$ cat src/rtl/pll_reset_sequencer.sv
// Brings up five PLLs in dependency order, then releases the clock-domain resets one
// by one. Lock inputs are synchronized and debounced; failures retry up to MAX_RETRY.
`timescale 1ns/1ps
module pll_reset_sequencer #(
    parameter int unsigned PLL_RST_CYCLES = 32,
    parameter int unsigned LOCK_FILTER    = 16,
    parameter int unsigned LOCK_TIMEOUT   = 270000,
    parameter int unsigned STAGE_DELAY    = 256,
    parameter int unsigned MAX_RETRY      = 7
) (
    input  logic       clk_27m,
    input  logic       reset,
    input  logic [4:0] pll_lock,
    output logic [4:0] pll_reset,
    output logic [4:0] domain_reset,
    output logic       all_locked,
    output logic [2:0] retry_count,
    output logic       fault
);

    localparam int unsigned CntMax0 = (PLL_RST_CYCLES > LOCK_TIMEOUT) ? PLL_RST_CYCLES
                                                                      : LOCK_TIMEOUT;
    localparam int unsigned CntMax  = (CntMax0 > STAGE_DELAY) ? CntMax0 : STAGE_DELAY;
    localparam int unsigned CntW    = $clog2(CntMax + 1);
    localparam int unsigned FiltW   = $clog2(LOCK_FILTER + 1);

    localparam logic [CntW-1:0]  RstLast   = CntW'(PLL_RST_CYCLES - 1);
    localparam logic [CntW-1:0]  ToLast    = CntW'(LOCK_TIMEOUT - 1);
    localparam logic [CntW-1:0]  StageLast = CntW'(STAGE_DELAY - 1);
    localparam logic [FiltW-1:0] FiltMax   = FiltW'(LOCK_FILTER);
    localparam logic [2:0]       RetryMax  = 3'(MAX_RETRY);

    typedef enum logic [2:0] {
        StResetPlls,
        StWaitBase,
        StWaitX5,
        StStage,
        StRun,
        StFault
    } state_e;

    state_e           state_q, state_d;
    logic [CntW-1:0]  cnt_q, cnt_d;
    logic [2:0]       stage_q, stage_d;
    logic [2:0]       retry_q, retry_d;
    logic [4:0]       pll_reset_q, pll_reset_d;
    logic [4:0]       domain_q, domain_d;
    logic             all_locked_q, all_locked_d;
    logic             fault_q, fault_d;
    logic [4:0]       sync1_q, sync2_q;
    logic [FiltW-1:0] filt_q [5];
    logic [FiltW-1:0] filt_d [5];
    logic [4:0]       filtered;
    logic [4:0]       release_mask;
    logic             fail;

    // A zero sample drops filtered in the same cycle, before the counter clears.
    always_comb begin
        for (int i = 0; i < 5; i++) begin
            filtered[i] = sync2_q[i] && (filt_q[i] == FiltMax);
            if (!sync2_q[i]) begin
                filt_d[i] = '0;
            end else if (filt_q[i] != FiltMax) begin
                filt_d[i] = filt_q[i] + FiltW'(1);
            end else begin
                filt_d[i] = filt_q[i];
            end
        end
    end

    // Release order 4, 2, 3, 0, 1.
    always_comb begin
        case (stage_q)
            3'd0:    release_mask = 5'b10000;
            3'd1:    release_mask = 5'b00100;
            3'd2:    release_mask = 5'b01000;
            3'd3:    release_mask = 5'b00001;
            3'd4:    release_mask = 5'b00010;
            default: release_mask = 5'b00000;
        endcase
    end

    always_comb begin
        state_d  = state_q;
        cnt_d    = cnt_q + CntW'(1);
        stage_d  = stage_q;
        retry_d  = retry_q;
        domain_d = domain_q;
        fail     = 1'b0;

        unique case (state_q)
            StResetPlls: begin
                domain_d = 5'b11111;
                if (cnt_q == RstLast) begin
                    state_d = StWaitBase;
                    cnt_d   = '0;
                end
            end
            StWaitBase: begin
                if (filtered[0]) begin
                    state_d = StWaitX5;
                    cnt_d   = '0;
                end else if (cnt_q == ToLast) begin
                    fail = 1'b1;
                end
            end
            StWaitX5: begin
                if (&filtered) begin
                    state_d = StStage;
                    cnt_d   = '0;
                    stage_d = 3'd0;
                end else if (cnt_q == ToLast) begin
                    fail = 1'b1;
                end
            end
            StStage: begin
                if (!(&filtered)) begin
                    fail = 1'b1;
                end else if (cnt_q == StageLast) begin
                    cnt_d    = '0;
                    domain_d = domain_q & ~release_mask;
                    if (stage_q == 3'd4) begin
                        state_d = StRun;
                    end else begin
                        stage_d = stage_q + 3'd1;
                    end
                end
            end
            StRun: begin
                cnt_d = cnt_q;
                if (!(&filtered)) begin
                    fail = 1'b1;
                end
            end
            StFault: begin
                cnt_d = cnt_q;
            end
            default: begin
                state_d = StResetPlls;
                cnt_d   = '0;
            end
        endcase

        // One failure per cycle regardless of how many causes coincide.
        if (fail) begin
            cnt_d    = '0;
            domain_d = 5'b11111;
            if (retry_q < RetryMax) begin
                retry_d = retry_q + 3'd1;
                state_d = StResetPlls;
            end else begin
                state_d = StFault;
            end
        end
    end

    always_comb begin
        case (state_d)
            StWaitBase:             pll_reset_d = 5'b00010;
            StWaitX5, StStage, StRun: pll_reset_d = 5'b00000;
            default:                pll_reset_d = 5'b11111;
        endcase
        all_locked_d = (state_d == StRun);
        fault_d      = (state_d == StFault);
    end

    always_ff @(posedge clk_27m) begin
        if (reset) begin
            state_q      <= StResetPlls;
            cnt_q        <= '0;
            stage_q      <= '0;
            retry_q      <= '0;
            pll_reset_q  <= 5'b11111;
            domain_q     <= 5'b11111;
            all_locked_q <= 1'b0;
            fault_q      <= 1'b0;
            sync1_q      <= '0;
            sync2_q      <= '0;
            for (int i = 0; i < 5; i++) begin
                filt_q[i] <= '0;
            end
        end else begin
            state_q      <= state_d;
            cnt_q        <= cnt_d;
            stage_q      <= stage_d;
            retry_q      <= retry_d;
            pll_reset_q  <= pll_reset_d;
            domain_q     <= domain_d;
            all_locked_q <= all_locked_d;
            fault_q      <= fault_d;
            sync1_q      <= pll_lock;
            sync2_q      <= sync1_q;
            for (int i = 0; i < 5; i++) begin
                filt_q[i] <= filt_d[i];
            end
        end
    end

    assign pll_reset    = pll_reset_q;
    assign domain_reset = domain_q;
    assign all_locked   = all_locked_q;
    assign retry_count  = retry_q;
    assign fault        = fault_q;

endmodule
$ cat config.mk
export PLATFORM = sky130hd
export DESIGN_NAME = pll_reset_sequencer
export DESIGN_NICKNAME = d
export VERILOG_FILES = /design/src/rtl/pll_reset_sequencer.sv
export SDC_FILE = /design/constraint.sdc
export NUM_CORES = 1
export LEC_CHECK = 0
export CAP_MARGIN = 20
export CORE_MARGIN = 2
export CORE_UTILIZATION = 45
export DETAILED_ROUTE_END_ITERATION = 6
export PLACE_DENSITY_LB_ADDON = 0.1
export SYNTH_ARGS = -nofsm -noshare
export SYNTH_HDL_FRONTEND = slang
export SYNTH_SLANG_ARGS = --single-unit
$ cat constraint.sdc
create_clock -name clk_27m -period 6.35 [get_ports clk_27m]
set_input_delay 0.635 -clock clk_27m [delete_from_list [all_inputs] [get_ports clk_27m]]
set_output_delay 0.635 -clock clk_27m [all_outputs]
set_load 0.02 [all_outputs]
==> run_results.csv <==
group,metric,value,unit
clocking,postCtsHoldBufs,0,
grt,grt_pass1_vias,2722,
drt,antenna_left,0,
setup_path,crit_fanout,22,
setup_path,critical_path_required,6.60,ns
clocking,cts-buffers-inserted,9,
sta,slew_headroom,27.75,%
grt,grt_max_degree,23,
sta,setup_viol,0,
drt,drt_iter0_markers,128,
yosys,yosysMostFrequentCell,"dfxtp_1",
layout,antennaDiodeCount,0,
yosys,ys_seq_elements,72,
floorplan,row_count,32,
grt,grt_use_met1,26.05,%
grt,grt_usage,18.95,%
layout,fillerInstances,742,
clocking,clockBufferDepth,2,
run_status,outcome,"completed",
clocking,clk_pin_slew,0.08,ns
clocking,clkLatencyLatePin,0.36,ns
pwr,vdd_ir_drop_max,0.1596,mV
sta,worst_slack,3.497,ns
sta,tightest_slew,1.080,ns
drt,wl_per_cell,13.65,um
yosys,synth-seq-area-share,40.39,%
clocking,clock-sinks,72,
placed_design,hpwl,5144,um
yosys,synth.net_count,446,
clocking,cts_tree,"done",
floorplan,core-area,0.007687,mm^2
clocking,cts-root-buf,"clkbuf_8",
floorplan,start_util,46.42,%
yosys,synth_top_flop_cell,"dfxtp_1",
sta,skew,0.009254,ns
floorplan,die_y,93.05,um
drt,num_vias,2910,
yosys,synth_top_area_share,40.39,%
yosys,yosys.cell_types.count,56,
setup_path,crit_path_start_kind,"flop",
yosys,yosys_warnings,0,
layout,multi_input_area,0.001921,mm^2
pwr,cellPowerDensity,228.9,mW/mm^2
yosys,synthArstFlopShare,0,%
sta,fmax,0.3506,GHz
setup_path,criticalPathCategory,"flop to flop",
setup_path,critPathCaptureType,"flop",
worst_hold_path,hold_path_class,"flop to flop",
layout,area_growth,12.48,%
grt,gr-total-overflow,0,
pwr,p_leak,1.420,nW
floorplan,ios,22,
yosys,syn_area,0.003568,mm^2
placed_design,io_buffer_count,21,
yosys,syn_avg_cell_area,8.456,um^2
sta,period_needed,2.853,ns
drt,firstDrtPassIters,4,
yosys,synthTopCellsByCount,"dfxtp_1 (72), nand2_1 (44), nor2_1 (44)",
layout,layout.nets,458,
yosys,synth.area.top_cells,"dfxtp_1 (40%), ha_1 (6.0%), nand2_1 (4.6%)",
sta,period_share,44.92,%
floorplan,die_x,93.05,um
grt,antenna_found_initial,0,
layout,seq_area,0.001441,mm^2
setup_path,critical_path_arrival,3.10,ns
sta,tns,0,ns
grt,grt-busiest-layer,"met2",
yosys,synth_area_leader_cell,"dfxtp_1",
layout,drive_above_1_share,7.062,%
grt,grt_pass1_wl,13070,um
sta,grt_setup_unrepaired,"no",
grt,grt_util_met2,28.56,%
placed_design,pre_cts_ws,3.131,ns
grt,gr-usage-met3,5.802,%
drt,avgViaCountPerCell,5.379,
floorplan,dieArea,0.008658,mm^2
drt,wl,7384,um
clocking,htreeDepth,3,
flow_run,cap_violations,0,
sta,hold_violations,0,
placed_design,globalplace.congestion,0.8032,
sta,drv_slew,0,
clocking,cts_setup_buffers,0,
clocking,post_cts_resized,0,
yosys,syn_inst,422,
yosys,synth_edf_count,0,
drt,drc,0,
[worst paths after layout]
path	from	endpoint	slack [ns]	cells after the start
worst max-delay path	filt_q[0][0]	cnt_q[17]	3.50	9
worst min-delay path	sync1_q[1]	sync2_q[1]	0.44	1
worst max register to register	filt_q[0][0]	cnt_q[17]	3.50	9
worst min register to register	sync1_q[1]	sync2_q[1]	0.44	1
[through the flow]
step                      power [mW]  instances  instance area, um^2  hold WS, ns  utilization, %
final                         0.9186        541                 4014       0.4410           52.21
after global routing          0.9606        541                 4014       0.4605           52.21
after CTS                     0.9281        540                 4009       0.4443           52.15
after detailed placement      0.5575        524                 3805       0.4253           49.50
after global placement        0.5556        524                 3805       0.4274           49.50
after floorplan               0.5346        422                 3568       0.4138               -
[kinds of logic (layout without fill, tap and decap cells)]
kind of cell,count (synthesis),after routing,share of synthesized area [%]
compound gates,69,69,13.18
xor+xnor,20,20,4.909
fa+ha+maj,17,17,5.961
buf+inv,45,62,5.785
flops,72,72,40.39
mux,10,10,2.840
simple gates,189,189,26.93
[layout make-up]
type | instances | share of cell area (%)
multi-input combinational | 305 | 47.85
sequential | 72 | 35.91
timing repair buffer | 26 | 6.110
tap | 102 | 3.180
clock buffer | 9 | 3.086
clock inverter | 7 | 1.995
inverter | 20 | 1.870
[cells in the final DEF, fill, tap and decap left out, types with 10 or more instances in the layout]
cell type	Yosys	final
a21oi_1	15	15
clkdlybuf4s50_1	0	21
dfxtp_1	72	72
ha_1	17	17
inv_1	20	20
nand2_1	44	44
nand3_1	28	28
nand4_1	10	10
nor2_1	44	44
nor2b_1	12	12
nor3_1	16	16
o21ai_0	17	17
xnor2_1	10	10
xor2_1	10	10
[per-layer routing]
metal	part of all wire (%)	vias up	wire, um
met5	0	-	0
met4	0.88	0	65
met3	3.3	6	247
met2	44	40	3240
met1	52	1376	3830
li1	-	1488	-
[where the power goes]
| part | leakage (nW) | switching (mW) | internal, mW | total, mW |
|---|---|---|---|---|
| Combinational | 0.735 | 0.0441 | 0.0286 | 0.0727 |
| Clock | 0.102 | 0.186 | 0.186 | 0.372 |
| Sequential | 0.584 | 0.0117 | 0.462 | 0.474 |
| Total | 1.42 | 0.242 | 0.677 | 0.919 |
[critical path, stage by stage (launching register included)]
cell      delay (ns)
dfxtp_1         0.36
inv_1           0.07
ha_1            0.19
nor4bb_1        0.15
clkbuf_2        0.17
and2_1          0.21
nor4_1          0.41
o32a_1          0.93
a21oi_1         0.07
nor3b_1         0.18
[state kept, by name (all words and copies together), names as in the netlist]
register / count
all_locked: 1
cnt_q: 19
domain_reset: 5
fault: 1
filt_q: 25
pll_reset: 2
retry_count: 3
stage_q: 3
state_q: 3
sync1_q: 5
sync2_q: 5
No activity file was read; power rests on OpenSTA's default activity.
